--- src/rtl/fft_inplace_sequencer.sv ---
// Stage/butterfly address sequencer for an in-place radix-2 DIT FFT.
// Issues read pairs and twiddle indices; replays writes after the butterfly latency.
module fft_inplace_sequencer #(
    parameter  int N_POINT    = 16,
    parameter  int BF_LATENCY = 2,
    localparam int LOG2N      = $clog2(N_POINT),
    localparam int SW         = $clog2(LOG2N) + 1
) (
    input  logic             clk,
    input  logic             rst,
    input  logic             start,
    output logic             busy,
    output logic             done,
    output logic             rd_en,
    output logic [LOG2N-1:0] rd_addr_a,
    output logic [LOG2N-1:0] rd_addr_b,
    output logic [LOG2N-2:0] tw_idx,
    output logic             wr_en,
    output logic [LOG2N-1:0] wr_addr_a,
    output logic [LOG2N-1:0] wr_addr_b,
    output logic [SW-1:0]    stage
);

    localparam int KW  = LOG2N - 1;
    localparam int DW  = $clog2(BF_LATENCY + 1);
    localparam int DLW = 2 * LOG2N + 1;

    localparam logic [KW-1:0] K_LAST = KW'(N_POINT / 2 - 1);
    localparam logic [DW-1:0] D_LAST = DW'(BF_LATENCY - 1);
    localparam logic [SW-1:0] S_LAST = SW'(LOG2N - 1);

    typedef enum logic [1:0] {
        S_IDLE,
        S_ISSUE,
        S_DRAIN,
        S_DONE
    } state_t;

    state_t          r_state;
    state_t          w_state_n;
    logic [KW-1:0]   r_k;
    logic [KW-1:0]   w_k_n;
    logic [SW-1:0]   r_s;
    logic [SW-1:0]   w_s_n;
    logic [DW-1:0]   r_dcnt;
    logic [DW-1:0]   w_dcnt_n;

    logic             r_busy;
    logic             r_done;
    logic             r_rd_en;
    logic [LOG2N-1:0] r_rd_a;
    logic [LOG2N-1:0] r_rd_b;
    logic [LOG2N-2:0] r_tw;
    logic [SW-1:0]    r_stage;
    logic [DLW-1:0]   r_dly [BF_LATENCY];

    logic             w_issue;
    logic             w_busy_n;
    logic [LOG2N-1:0] w_kx;
    logic [LOG2N-1:0] w_half;
    logic [LOG2N-1:0] w_j;
    logic [LOG2N-1:0] w_a;
    logic [LOG2N-1:0] w_b;
    logic [LOG2N-2:0] w_tw;
    logic [SW-1:0]    w_s1;
    logic [SW-1:0]    w_sht;

    always_comb begin
        w_state_n = r_state;
        w_k_n     = r_k;
        w_s_n     = r_s;
        w_dcnt_n  = r_dcnt;
        unique case (r_state)
            S_IDLE: begin
                if (start) begin
                    w_state_n = S_ISSUE;
                    w_k_n     = '0;
                    w_s_n     = '0;
                end
            end
            S_ISSUE: begin
                if (r_k == K_LAST) begin
                    w_state_n = S_DRAIN;
                    w_dcnt_n  = '0;
                end else begin
                    w_k_n = r_k + KW'(1);
                end
            end
            S_DRAIN: begin
                if (r_dcnt != D_LAST) begin
                    w_dcnt_n = r_dcnt + DW'(1);
                end else if (r_s == S_LAST) begin
                    w_state_n = S_DONE;
                end else begin
                    w_state_n = S_ISSUE;
                    w_s_n     = r_s + SW'(1);
                    w_k_n     = '0;
                end
            end
            S_DONE: begin
                w_state_n = S_IDLE;
                w_s_n     = '0;
            end
            default: w_state_n = S_IDLE;
        endcase
    end

    // Addresses are derived from next-state counters so the outputs can be registered.
    always_comb begin
        w_issue  = (w_state_n == S_ISSUE);
        w_busy_n = (w_state_n == S_ISSUE) || (w_state_n == S_DRAIN);
        w_kx     = {1'b0, w_k_n};
        w_half   = LOG2N'(1) << w_s_n;
        w_j      = w_kx & (w_half - LOG2N'(1));
        w_s1     = w_s_n + SW'(1);
        w_sht    = S_LAST - w_s_n;
        w_a      = ((w_kx >> w_s_n) << w_s1) | w_j;
        w_b      = w_a | w_half;
        w_tw     = w_j[LOG2N-2:0] << w_sht;
    end

    always_ff @(posedge clk) begin
        if (rst) begin
            r_state <= S_IDLE;
            r_k     <= '0;
            r_s     <= '0;
            r_dcnt  <= '0;
            r_busy  <= 1'b0;
            r_done  <= 1'b0;
            r_rd_en <= 1'b0;
            r_rd_a  <= '0;
            r_rd_b  <= '0;
            r_tw    <= '0;
            r_stage <= '0;
            for (int i = 0; i < BF_LATENCY; i++) begin
                r_dly[i] <= '0;
            end
        end else begin
            r_state <= w_state_n;
            r_k     <= w_k_n;
            r_s     <= w_s_n;
            r_dcnt  <= w_dcnt_n;
            r_busy  <= w_busy_n;
            r_done  <= (w_state_n == S_DONE);
            r_rd_en <= w_issue;
            r_rd_a  <= w_issue ? w_a : '0;
            r_rd_b  <= w_issue ? w_b : '0;
            r_tw    <= w_issue ? w_tw : '0;
            r_stage <= w_busy_n ? w_s_n : '0;
            r_dly[0] <= {r_rd_en, r_rd_a, r_rd_b};
            for (int i = 1; i < BF_LATENCY; i++) begin
                r_dly[i] <= r_dly[i-1];
            end
        end
    end

    assign busy      = r_busy;
    assign done      = r_done;
    assign rd_en     = r_rd_en;
    assign rd_addr_a = r_rd_a;
    assign rd_addr_b = r_rd_b;
    assign tw_idx    = r_tw;
    assign stage     = r_stage;
    assign {wr_en, wr_addr_a, wr_addr_b} = r_dly[BF_LATENCY-1];

endmodule

--- config.mk ---
export PLATFORM = sky130hd
export DESIGN_NAME = fft_inplace_sequencer
export DESIGN_NICKNAME = d
export VERILOG_FILES = /design/src/rtl/fft_inplace_sequencer.sv
export SDC_FILE = /design/constraint.sdc
export NUM_CORES = 1
export LEC_CHECK = 0
export ABC_AREA = 1
export BUFFER_PORTS_ARGS = -buffer_cell sky130_fd_sc_hd__buf_2
export CAP_MARGIN = 40
export CORE_MARGIN = 2
export CORE_UTILIZATION = 30
export DETAILED_ROUTE_END_ITERATION = 7
export PLACE_DENSITY = 0.6
export SKIP_LAST_GASP = 1
export SLEW_MARGIN = 20
export SYNTH_ARGS = -nofsm -noshare
export SYNTH_HDL_FRONTEND = slang
export SYNTH_SLANG_ARGS = --single-unit
export TNS_END_PERCENT = 30
--- constraint.sdc ---
create_clock -name clk -period 2.25 [get_ports clk]
set_input_delay 0.45 -clock clk [delete_from_list [all_inputs] [get_ports clk]]
set_output_delay 0.45 -clock clk [all_outputs]
set_load 0.01 [all_outputs]
# == Yosys cells after proc, flatten, opt, wreduce, memory -nomap -nowiden ==
# Memories as Yosys holds them, arrays and structs flattened.
# Index checks and enable logic that the tools add are counted.
# word_totals
inputBits,3
ff_bits,27
ramBits,18
memories,1
out_inout_bits,26
# classes
add_sub_neg,6
n_eq_ne,11
n_reduce_logical,6
bitwise_logic,7
mux,22
shift,4
# mem_list
memory,words,width,read_ports,rd_ports_with_merged_regs,wr,line,text
r_dly,2,9,2,0,2,55,logic [DLW-1:0] r_dly [BF_LATENCY];
# op_table
operator,count
two-way mux 3 bit,7
two-way mux 9 bit,2
case mux 3 bit (3 select lines),2
two-way mux 2 bit,6
adder 3 x 1 -> 3 bit (second input constant),3
== test 2 bit (second input constant),4
bitwise OR 4 bit,2
case mux 2 bit (4 select lines),1
AND 3 x 4 -> 4 bit,1
== test 2 x 1 -> 1 bit (second input constant),2
!= test 2 bit (second input constant),2
case mux 2 bit (2 select lines),1
OR reduction 2 bit,2
<< shifter 1 x 3 -> 4 bit (first input constant),1
<< shifter 4 x 3 -> 4 bit,1
>> shifter 3 x 3 -> 4 bit,1
subtractor 4 x 1 -> 4 bit (second input constant),1
== test 3 x 2 -> 1 bit (second input constant),1
== test 3 bit (second input constant),1
two-way mux 1 bit,3
AND reduction 3 bit,1
<< shifter 3 x 3 -> 3 bit,1
subtractor 2 x 3 -> 3 bit (first input constant),1
adder 2 x 1 -> 2 bit (second input constant),1
6 further kinds,8

# == Depth between registers and ports, before layout ==
# Gate-level depths: netlist of run 1.
# logic_depth
word_depth,9
mapped_depth,18

# == Worst setup path before layout of run 1 ==
# Ideal clock, no wire load.
# synth_path
kind,register -> register
start,register r_s[0]
end,register r_rd_b[2] (netlist: rd_addr_b[2])
stages_incl_launch_ff,19
setup_time_ps,115
setup_slack_ps,38
path_buffers,0
period_less_slack_ps,2212
t_arrival_ps,2098
cell_sequence,dfxtp_1 ha_1 nand2_1 nand2_1 nand2_2 nand2_4 nand2_1 nand2_4 clkinv_4 ha_1 nand2_1 ha_1 inv_1 nand3_1 a21oi_2 a31oi_1 nand2_1 nand2_1 nand2_1
# synth_via
elab_chain_len,9
# synth_rtl
element,line,text
start: declaration,43,logic [SW-1:0] r_s;
start signal: assignment,141,r_s <= w_s_n;
adder 3 x 1 -> 3 bit / == test 3 x 2 -> 1 bit (equally long branches),"96, 92",
two-way mux 3 bit (*),92,end else if (r_s == S_LAST) begin
two-way mux 3 bit (*),90,if (r_dcnt != D_LAST) begin
case mux 3 bit (3 select lines) (*),73,unique case (r_state)
net w_s_n[1],44,logic [SW-1:0] w_s_n;
<< shifter 1 x 3 -> 4 bit,113,w_half = LOG2N'(1) << w_s_n;
subtractor 4 x 1 -> 4 bit,114,w_j = w_kx & (w_half - LOG2N'(1));
AND 3 x 4 -> 4 bit,114,
bitwise OR 4 bit,117,w_a = ((w_kx >> w_s_n) << w_s1) | w_j;
bitwise OR 4 bit (*),118,w_b = w_a | w_half;
end signal: assignment,147,r_rd_b <= w_issue ? w_b : '0;
end: declaration,52,logic [LOG2N-1:0] r_rd_b;
# The timed path passes the listed nets; every way through them passes the cells marked *.
# A chain may end at the register's enable or synchronous reset.

# == Worst setup path in the final report of run 1 ==
# layout_path
start,register r_s[0]
end,register r_tw[2] (netlist: tw_idx[2])
# layout_via
elab_chain_len,8
# layout_rtl
element,line,text
adder 3 x 1 -> 3 bit / == test 3 x 2 -> 1 bit (equally long branches),"96, 92",
two-way mux 3 bit,92,
two-way mux 3 bit,90,
case mux 3 bit (3 select lines) (*),73,
net w_s_n[0],44,
<< shifter 1 x 3 -> 4 bit,113,
subtractor 4 x 1 -> 4 bit,114,
AND 3 x 4 -> 4 bit,114,
<< shifter 3 x 3 -> 3 bit (*),119,w_tw = w_j[LOG2N-2:0] << w_sht;
end signal: assignment,148,r_tw <= w_issue ? w_tw : '0;
end: declaration,53,logic [LOG2N-2:0] r_tw;
# Marks and branches as above.

==> results of run 1 <==
-- stage by stage --
stage / setup slack (ps) / TNS, ps / util, % / std cells / total power [uW]
6_report: 131.3 / 0 / 37.43 / 362 / 1406
3_5_place_dp: -34.06 / -34.06 / 34.62 / 351 / 934.2
4_1_cts: 0.9979 / 0 / 36.06 / 359 / 1434
3_3_place_gp: -61.99 / -61.99 / 34.62 / 351 / 933.4
2_1_floorplan: 37.65 / 0 / - / 246 / 906.1
5_1_grt: -18.38 / -22.93 / 37.43 / 362 / 1477
-- metal layers --
| layer | vias up | share of wire (%) | track usage, % |
|---|---|---|---|
| li1 | 805 | - | - |
| met1 | 673 | 48 | 13.47 |
| met2 | 30 | 47 | 18.11 |
| met3 | 5 | 3.9 | 2.163 |
| met4 | 0 | 1.3 | 4.692 |
| met5 | - | 0 | 0 |
-- worst max-delay path by stage --
stage,from,to,slack (ps),cells after the start
after floorplan,r_s[0],rd_addr_b[2],40,18
after global placement,start,tw_idx[2],-60,15
after detailed placement,start,tw_idx[2],-30,15
after CTS,r_s[0],tw_idx[2],1,16
after global routing,r_s[1],rd_addr_b[2],-20,18
final,r_s[0],tw_idx[2],130,13
-- power by group --
part | total, uW | switching [uW] | internal, uW | leakage (uW)
Sequential | 821 | 8.71 | 812 | 0.000366
Clock | 489 | 270 | 219 | 0.0000374
Combinational | 96.2 | 61.6 | 34.6 | 0.000742
-- worst reg2reg max path, cell delays in order, from the launching register on --
cell and delay (ps):
dfxtp_2 340, ha_4 150, nand2_1 90, nand3_2 110
buf_4 150, o21ai_2 180, ha_2 240, nand2_2 80
ha_4 250, nor2_2 140, inv_2 50, nand2_1 50
o21ai_1 80, a22oi_1 150
-- layout make-up --
cell class | instances | area (sq um) | area share [%]
tap | 77 | 96.34 | 4.100
multi-input combinational | 144 | 835.8 | 35.57
sequential | 45 | 903.4 | 38.45
timing repair buffer | 43 | 252.7 | 10.76
clock buffer | 6 | 72.57 | 3.088
inverter | 45 | 173.9 | 7.402
clock inverter | 2 | 15.01 | 0.6390
-- kinds of logic after synthesis --
kind of cell,after synthesis
compound gates,15
flops,45
simple gates,118
fa+ha+maj,11
buf+inv,57
-- cell usage after synthesis (all sizes together) --
master and n:
ha 11, nand3 12, nor2 43, a21oi 6, a31oi 2, nor3 2, inv 43, clkbuf 2
buf 10, o21bai 1, a22oi 1, dfxtp 45, nand4 1, clkinv 2, a211oi 2, or2 1
o21ai 3, nand2 59
-- registers in the layout, indices dropped and copies added, names as in the netlist, 2 cells and up --
name / cells
r_dly: 18
rd_addr_a: 4
rd_addr_b: 4
r_k: 3
r_s: 3
stage: 3
tw_idx: 3
r_dcnt: 2
r_state: 2
-- what timing repair did --
item,in CTS,in global routing
setup buffers,0,3
endpoints found under the setup margin,1,6
pin swaps,0,6
gates resized for setup,1,16
-- placed cells by master (no fill, tap or decap), types with 2 or more instances in the layout --
cell	count
ha_1	6
clkinvlp_4	2
nand3_1	9
nand2_1	48
inv_1	39
dfxtp_1	43
nor3_1	2
buf_2	28
buf_4	15
nor2_1	37
nand2_2	8
o21ai_2	2
nand2_4	3
nand3_2	3
ha_4	3
dfxtp_2	2
clkbuf_8	5
a211oi_1	2
a31oi_1	2
nor2_2	5
inv_2	4
ha_2	2
a21oi_1	4
==> reports/results.ini, run 1 <==
[detailed_routing]
wire_per_inst_microns=10.20
drt_wl_total_microns=3692
ant_nets=0
first_pass_iters=4
drc=0
num_vias=1513
dr.first_iter.drc_count=63
viasPerCell=4.180

[power]
static-leakage-power_uw=0.001145
irDropWorstVdd_v=0.0003201
power.density_mw_per_mm2=598.3

[logic_synthesis]
synth_top_area_share_pct=46.69
yosys-mux-area-fraction_pct=0
synthAdderAreaFrac_pct=7.134
synth_warnings=0
yosys_register_bits=45
synth-simple-area-share_pct=27.37
syn_nets=260
syn_inst=246
ys_types=29
synth_compound_area_share_pct=5.512
synth_seq_area_share_pct=46.69
yosysTopAreaCell=dfxtp_1
synth-xor-area-share_pct=0
synth_area_sq_mm=0.001929
avgSynthCellArea_sq_um=7.843
synth_top_family_by_area=simple AND/OR/NAND/NOR gates
yosys-top-cells-area=dfxtp_1 (47%), nand2_1 (10%), inv_1 (7.6%), nor2_1 (7.4%), ha_1 (7.1%)

[hold_path]
hp-class=reg -> reg
hp-start=r_dly[0][7]
hold_path_depth=2
hold-path-endpoint=r_dly[0][16]

[placed_design]
portBuffers=28
gp_congestion=0.8755
dpl-instance-area_sq_mm=0.002173
detailed_place_hpwl_microns=2727

[clock_network]
clock-sinks=45
cts_tree=built
postCtsHoldBufs=0
h-tree-depth=2
clk_pin_slew_ps=80
clock_latency_ps=290
clk_path_buf_depth=2
root_buffer=clkbuf_8
cts_buffers=5

[worst_setup_path]
r2r_slack_ps=130
crit_path_start_kind=flip-flop
critical-path-slowest-cell=dfxtp_2
path_cells=ha_4, nand2_1, nand3_2, buf_4, o21ai_2, ha_2, nand2_2, ha_4, nor2_2, inv_2, nand2_1, o21ai_1, a22oi_1
worstReg2RegStart=r_s[0]
r2r_end=tw_idx[2]
worstPathRequired_ps=2470
cp_slowest_stage_delay_ps=340
worstSetupEndpointType=flip-flop
cp_max_fo=3
worstSetupPathType=reg -> reg
reg2reg_depth=13
cp_num_buf_inv=2
cp_top_family=adder cells
crit_arrival_ps=2330

[finish]
finalInstanceArea_sq_mm=0.002350
fillers=673
antenna_cells=0
drive_above_1_share_pct=30.53
area_growth_syn_to_layout_pct=21.79
final_nets=298

[timing]
tightest_slew_ps=306.6
fin_crit_sh_pct=94.17
max_slew_margin_pct=79.56
hold_viol_final=0
fmax_mhz=472.0
finClkSkew_ps=5.225
fin_hold_ws_ps=404.4
fin_crit_ps=2119
final-setup-viol-count=0
drv_slew=0

[outcome]
outcome=completed

[global_routing]
grt_pass1_vias=1406
grt_usage_pct=10.80
grt_overflow=0
antenna_found_initial=0
grt_max_degree=30
grt_pass1_wl_microns=6175

[floorplanning]
dieHeight_microns=84.20
core_region_area_sq_mm=0.006277
ios=29
die_w_microns=84.20
die_area_sq_mm=0.007089
initial_core_util_pct=30.74
row_count=29

[flow_run]
cap_viol_max_count=0

Power figures use the tool's default switching activity.
==> run 2, diff against run 1 <==
--- a/config.mk
+++ b/config.mk
@@ -11,6 +11,7 @@
 export CORE_MARGIN = 2
 export CORE_UTILIZATION = 30
 export DETAILED_ROUTE_END_ITERATION = 7
+export HOLD_SLACK_MARGIN = 0.12
 export PLACE_DENSITY = 0.6
 export SKIP_LAST_GASP = 1
 export SLEW_MARGIN = 20
==> constraint.sdc (replaced) <==
create_clock -name clk -period 2.25 [get_ports clk]
set_input_delay 0.1125 -clock clk [delete_from_list [all_inputs] [get_ports clk]]
set_output_delay 0.1125 -clock clk [all_outputs]
set_load 0.01 [all_outputs]
==> run 2 against run 1 <==
Clock power up 4.1%. Global-route usage is 0.84 points higher. Critical endpoint is now rd_addr_b[2]. Critical path depth rose by 4. Worst hold slack worse by 250 ps. Fmax fell by 0.91%. Count of clock-buffer cells in the layout is 1 lower.
==> reports/results.ini, run 2 (synthesis gave the netlist of run 1 again) <==
[floorplanning]
row_count=29  ; unchanged
ios=29  ; unchanged
initial_core_util_pct=30.74  ; unchanged
dieHeight_microns=84.20  ; unchanged
die_area_sq_mm=0.007089  ; unchanged
core_region_area_sq_mm=0.006277  ; unchanged
die_w_microns=84.20  ; unchanged

[clock_network]
h-tree-depth=2  ; unchanged
cts_tree=built
clock-sinks=45  ; unchanged
clk_path_buf_depth=2  ; unchanged
postCtsHoldBufs=0  ; unchanged
clk_pin_slew_ps=90  ; about the same
cts_buffers=5  ; unchanged
root_buffer=clkbuf_8
clock_latency_ps=300  ; about the same

[global_routing]
grt_pass1_vias=1477  ; +5.0%
antenna_found_initial=0  ; unchanged
grt_pass1_wl_microns=6575  ; +6.5%
grt_overflow=0  ; unchanged
grt_max_degree=30  ; unchanged
grt_usage_pct=11.64  ; +0.84 points

[outcome]
outcome=completed

[finish]
antenna_cells=0  ; unchanged
drive_above_1_share_pct=30.74  ; +0.22 points
largest-register=r_dly
fin_util_pct=37.05  ; -0.38 points
fin_cells=360  ; -0.55%
fillers=635  ; -5.6%
final_common_cell=nand2_1
final_nets=296  ; -0.67%
layout_common_cells=nand2_1 (47), dfxtp_1 (43), inv_1 (38)
largest_reg_flops=18  ; unchanged
area_growth_syn_to_layout_pct=20.56

[timing]
fin_crit_ps=2138  ; +19.50 ps
max_slew_margin_pct=76.54  ; -3.0 points
fmax_mhz=467.7  ; -0.91%
final-setup-viol-count=0  ; unchanged
hold_viol_final=0  ; unchanged
rsz0062_at_grt=true
fin_crit_sh_pct=95.03  ; +0.87 points
drv_slew=0  ; unchanged
finClkSkew_ps=5.485  ; +0.2596 ps
tightest_slew_ps=351.0  ; +44.46 ps

[detailed_routing]
first_pass_iters=4  ; unchanged
drt_wl_total_microns=3755  ; +1.7%
top_layer_used=met4
viasPerCell=4.275  ; +2.3%
wl_met2_microns=1821  ; +5.4%
drc=0  ; unchanged
ant_nets=0  ; unchanged
wire_per_inst_microns=10.43  ; +2.3%
num_vias=1539  ; +1.7%
drt-met1-wl_microns=1729  ; -2.3%
dr.first_iter.drc_count=54  ; -14%
wl_met3_microns=136  ; -4.9%

[worst_setup_path]
worstSetupEndpointType=flip-flop
cp-startpoint=r_s[0]
worstReg2RegStart=r_s[0]
cp_max_fo=5  ; +2
worstPathRequired_ps=2450  ; -20 ps
worstSetupPathType=reg -> reg
crit_arrival_ps=2340  ; about the same
crit_path_start_kind=flip-flop

[power]
power.density_mw_per_mm2=612.9  ; +2.4%
switchingPower_uw=358.7  ; +5.5%
internal_power_uw=1067  ; +0.11%
static-leakage-power_uw=0.001147  ; +0.19%
seq_power_share_pct=57.6  ; -0.8 points
p_comb_share_pct=6.7  ; about the same
swShare_pct=25.16  ; +0.97 points
clockPowerShare_pct=35.7  ; +0.9 points
irDropWorstVdd_v=0.0003557  ; +11%

[placed_design]
detailed_place_hpwl_microns=2825  ; +3.6%
portBuffers=28  ; unchanged
dpl.cell_count=349  ; -0.57%
gp_congestion=0.9064  ; +3.5%

[hold_path]
hp-class=in -> reg
hp-start=start

[flow_run]
cap_viol_max_count=0  ; unchanged

[run 2: per-stage QoR]
step,total power (uW),instance area [sq um],setup WS (ps),TNS [ps],hold slack (ps)
floorplan,906.1,1929,37.65,0,318.2
global placement,933.0,2158,-5.976,-5.976,391.3
detailed placement,934.5,2158,6.815,0,395.0
CTS,1449,2251,3.713,0,138.8
global route,1492,2326,-53.44,-113.2,171.6
finish,1426,2326,111.8,0,156.1
[run 2: layout make-up]
| cell class | instances | area [sq um] | area share (%) |
|---|---|---|---|
| multi-input cells | 144 | 824.5 | 35.45 |
| clock inverters | 3 | 21.27 | 0.9145 |
| repair buffers | 41 | 237.7 | 10.22 |
| well taps | 77 | 96.34 | 4.142 |
| flip-flops and latches | 45 | 903.4 | 38.84 |
| inverters | 45 | 173.9 | 7.477 |
| clock buffers | 5 | 68.82 | 2.959 |
[run 2: worst paths after layout]
check	end	slack, ps	depth (start not counted)
min reg2reg	r_dly[0][13]	400	2
max reg2reg	rd_addr_b[2]	110	17
max	rd_addr_b[2]	110	17
min	r_state[0]	160	3
[run 2: repair_timing]
action	CTS	global route
setup buffers	0	3
setup endpoints to repair	1	9
pin swaps	2	3
gates resized for setup	1	16
[run 2: metal layers]
layer	GRT usage, %	up-vias
met5	0	-
met4	5.279	0
met3	2.852	8
met2	19.34	28
met1	14.25	701
li1	-	802
[run 2: power groups by stage]
stage	clock network (uW)	logic (uW)	registers (uW)
4_1_cts	532	95.4	821
5_1_grt	559	110	823
6_report	509	95.4	821
3_5_place_dp	0	94.9	840
3_3_place_gp	0	94.1	839
2_1_floorplan	0	63.2	843
[run 2: worst max-delay path, cell delays in order, from the launching register on]
cell      delay (ps)
dfxtp_2          330
ha_2             190
nand2_1           90
nand3_2          130
inv_2             90
nand2_1           80
nand2_4           90
clkinv_4          70
ha_2             190
nand2_2           90
ha_4             150
inv_1             40
nand3_1           90
a21oi_2           70
a31oi_1          140
nand2_1           90
nand2_2           60
nand2_1           50
==> run 3, diff against run 2 <==
--- a/config.mk
+++ b/config.mk
@@ -12,7 +12,7 @@
 export CORE_UTILIZATION = 30
 export DETAILED_ROUTE_END_ITERATION = 7
 export HOLD_SLACK_MARGIN = 0.12
-export PLACE_DENSITY = 0.6
+export PLACE_DENSITY_LB_ADDON = 0.15
 export SKIP_LAST_GASP = 1
 export SLEW_MARGIN = 20
 export SYNTH_ARGS = -nofsm -noshare
==> run 3 against run 2 <==
Utilization grew 0.96 points. Cell count did not move. Global-route usage shrank 0.49 points. Power increased by 6.8%. Critical path depth shrank 1. Clock power up 19%. Worst setup slack about the same. Fmax barely moved.
==> reports/results.ini, run 3 (synthesis gave the netlist of run 1 again) <==
[floorplanning]
initial_core_util_pct=30.74  ; unchanged
die_w_microns=84.20  ; unchanged
core_region_area_sq_mm=0.006277  ; unchanged
row_count=29  ; unchanged
dieHeight_microns=84.20  ; unchanged
ios=29  ; unchanged
die_area_sq_mm=0.007089  ; unchanged

[detailed_routing]
ant_nets=0  ; unchanged
wl_met3_microns=169  ; +24%
drt-met1-wl_microns=1829  ; +5.8%
wl_met2_microns=1655  ; -9.1%
drt_wl_total_microns=3706  ; -1.3%
top_layer_used=met4
viasPerCell=4.186  ; -2.1%
first_pass_iters=4  ; unchanged
num_vias=1507  ; -2.1%
wire_per_inst_microns=10.29  ; -1.3%
dr.first_iter.drc_count=73  ; +35%
drc=0  ; unchanged

[global_routing]
grt_pass1_vias=1380  ; -6.6%
grt_usage_pct=11.15  ; -0.49 points
grt_pass1_wl_microns=6258  ; -4.8%
grt_max_degree=30  ; unchanged
grt_overflow=0  ; unchanged
antenna_found_initial=0  ; unchanged

[timing]
finClkSkew_ps=4.405  ; -1.080 ps
setup_tns_ps=0  ; unchanged
hold_viol_final=0  ; unchanged
fin_crit_sh_pct=95.04  ; about the same
final-setup-viol-count=0  ; unchanged
tightest_slew_ps=358.2  ; +7.224 ps
worst_slack_ps=111.7  ; -0.06300 ps
fin_crit_ps=2138  ; +0.06300 ps
fmax_mhz=467.7  ; about the same
max_slew_margin_pct=76.06  ; -0.48 points
drv_slew=0  ; unchanged

[worst_setup_path]
crit_arrival_ps=2380  ; +40 ps
cp_top_family=simple AND/OR/NAND/NOR gates
worstSetupEndpointType=flip-flop
reg2reg_depth=16  ; -1
worstReg2RegStart=r_s[0]
r2r_slack_ps=110  ; about the same
r2r_end=rd_addr_b[3]
cp-startpoint=r_s[0]
critical-path-slowest-cell=dfxtp_2
worst_path_most_repeated_cell=nand2_1
cp_max_fo=6  ; +1
path_cells=ha_2, nand2_2, nand2_1, nand2_2, nand2_4, nand2_2, nand2_4, buf_4, ha_1, ha_4, nand2_1, inv_1, nand4_1, nand2_1, nand2_1, nand2_1
worstPathRequired_ps=2490  ; +40 ps
cp.depth=16  ; -1
worstSetupPathType=reg -> reg
cp_num_buf_inv=2  ; -1
crit_path_start_kind=flip-flop
crit_end=rd_addr_b[3]
cp_slowest_stage_delay_ps=330  ; about the same

[power]
p_total_uw=1522  ; +6.8%
power.density_mw_per_mm2=637.9  ; +4.1%
irDropWorstVdd_v=0.0003009  ; -15%
static-leakage-power_uw=0.001162  ; +1.3%

[finish]
multiInputGateArea_sq_um=860.8  ; +4.4%
area_growth_syn_to_layout_pct=23.67
drive_above_1_share_pct=30.74  ; unchanged
antenna_cells=0  ; unchanged
layout_common_cells=nand2_1 (48), dfxtp_1 (41), inv_1 (39)
fillers=657  ; +3.5%
finalInstanceArea_sq_mm=0.002386  ; +2.6%
largest_reg_flops=18  ; unchanged
largest-register=r_dly
seq_area_sq_um=905.9  ; +0.28%
final_nets=296  ; unchanged
final_common_cell=nand2_1

[placed_design]
gp_congestion=0.8734  ; -3.6%
detailed_place_hpwl_microns=2753  ; -2.5%
preCtsSetupSlack_ps=15.96  ; +9.143 ps
portBuffers=28  ; unchanged
dpl-instance-area_sq_mm=0.002173  ; +0.70%

[clock_network]
clk_pin_slew_ps=90  ; about the same
clock-sinks=45  ; unchanged
clock_latency_ps=290  ; about the same
cts_tree=built
cts_buffers=5  ; unchanged
clk_path_buf_depth=2  ; unchanged
h-tree-depth=2  ; unchanged
root_buffer=clkbuf_8

[hold_path]
hp-class=in -> reg

[flow_run]
cap_viol_max_count=0  ; unchanged

[outcome]
outcome=completed

[run 3: cell types whose count changed in the layout (fill, tap and decap cells not counted), sizes merged]
| cell | delta |
|---|---|
| inv | -1 |
| clkbuf | +1 |
| bufinv | +1 |
| clkinvlp | -1 |
[run 3: layer usage]
| layer | vias to the layer above | track usage [%] |
|---|---|---|
| met5 | - | 0 |
| met4 | 0 | 4.839 |
| met3 | 4 | 3.245 |
| met2 | 29 | 17.60 |
| met1 | 671 | 14.19 |
| li1 | 803 | - |
[run 3: where the power goes]
group	switching (uW)	total [uW]	internal, uW
Clock	274	608	333
Combinational	59.4	92.3	32.9
Sequential	9.52	822	813
Total	343	1520	1180
[run 3: what timing repair did]
item,CTS,global route
setup endpoints to repair,0,10
resized for setup,0,21
buffers inserted,0,1
endpoints found under the hold margin,0,0
hold buffers,0,0
[run 3: worst min path at each step]
stage | start | end | cells after the start
floorplan | rst | busy | 3
global placement | r_dly[0][2] | r_dly[0][11] | 2
detailed placement | r_dly[0][6] | r_dly[0][15] | 2
CTS | rst | busy | 4
global route | rst | stage[2] | 4
finish | rst | busy | 4
[run 3: worst min-delay path, cell delays in order]
cell and delay (ps):
buf_2 90, inv_1 40, nand2_1 110, inv_1 50
[run 3: metrics by stage]
step	instances	hold slack [ps]	util, %
floorplan	246	318.2	-
global placement	351	390.6	34.62
detailed placement	351	392.8	34.62
CTS	359	137.3	36.40
global route	360	149.8	38.01
finish	360	143.9	38.01
[run 3: final cells by class]
cell class / count / share of cell area [%]
clock buffers: 6 / 3.041
clock inverters: 2 / 1.626
inverters: 45 / 7.289
multi-input cells: 144 / 36.08
flip-flops and latches: 45 / 37.97
well taps: 77 / 4.038
repair buffers: 41 / 9.963
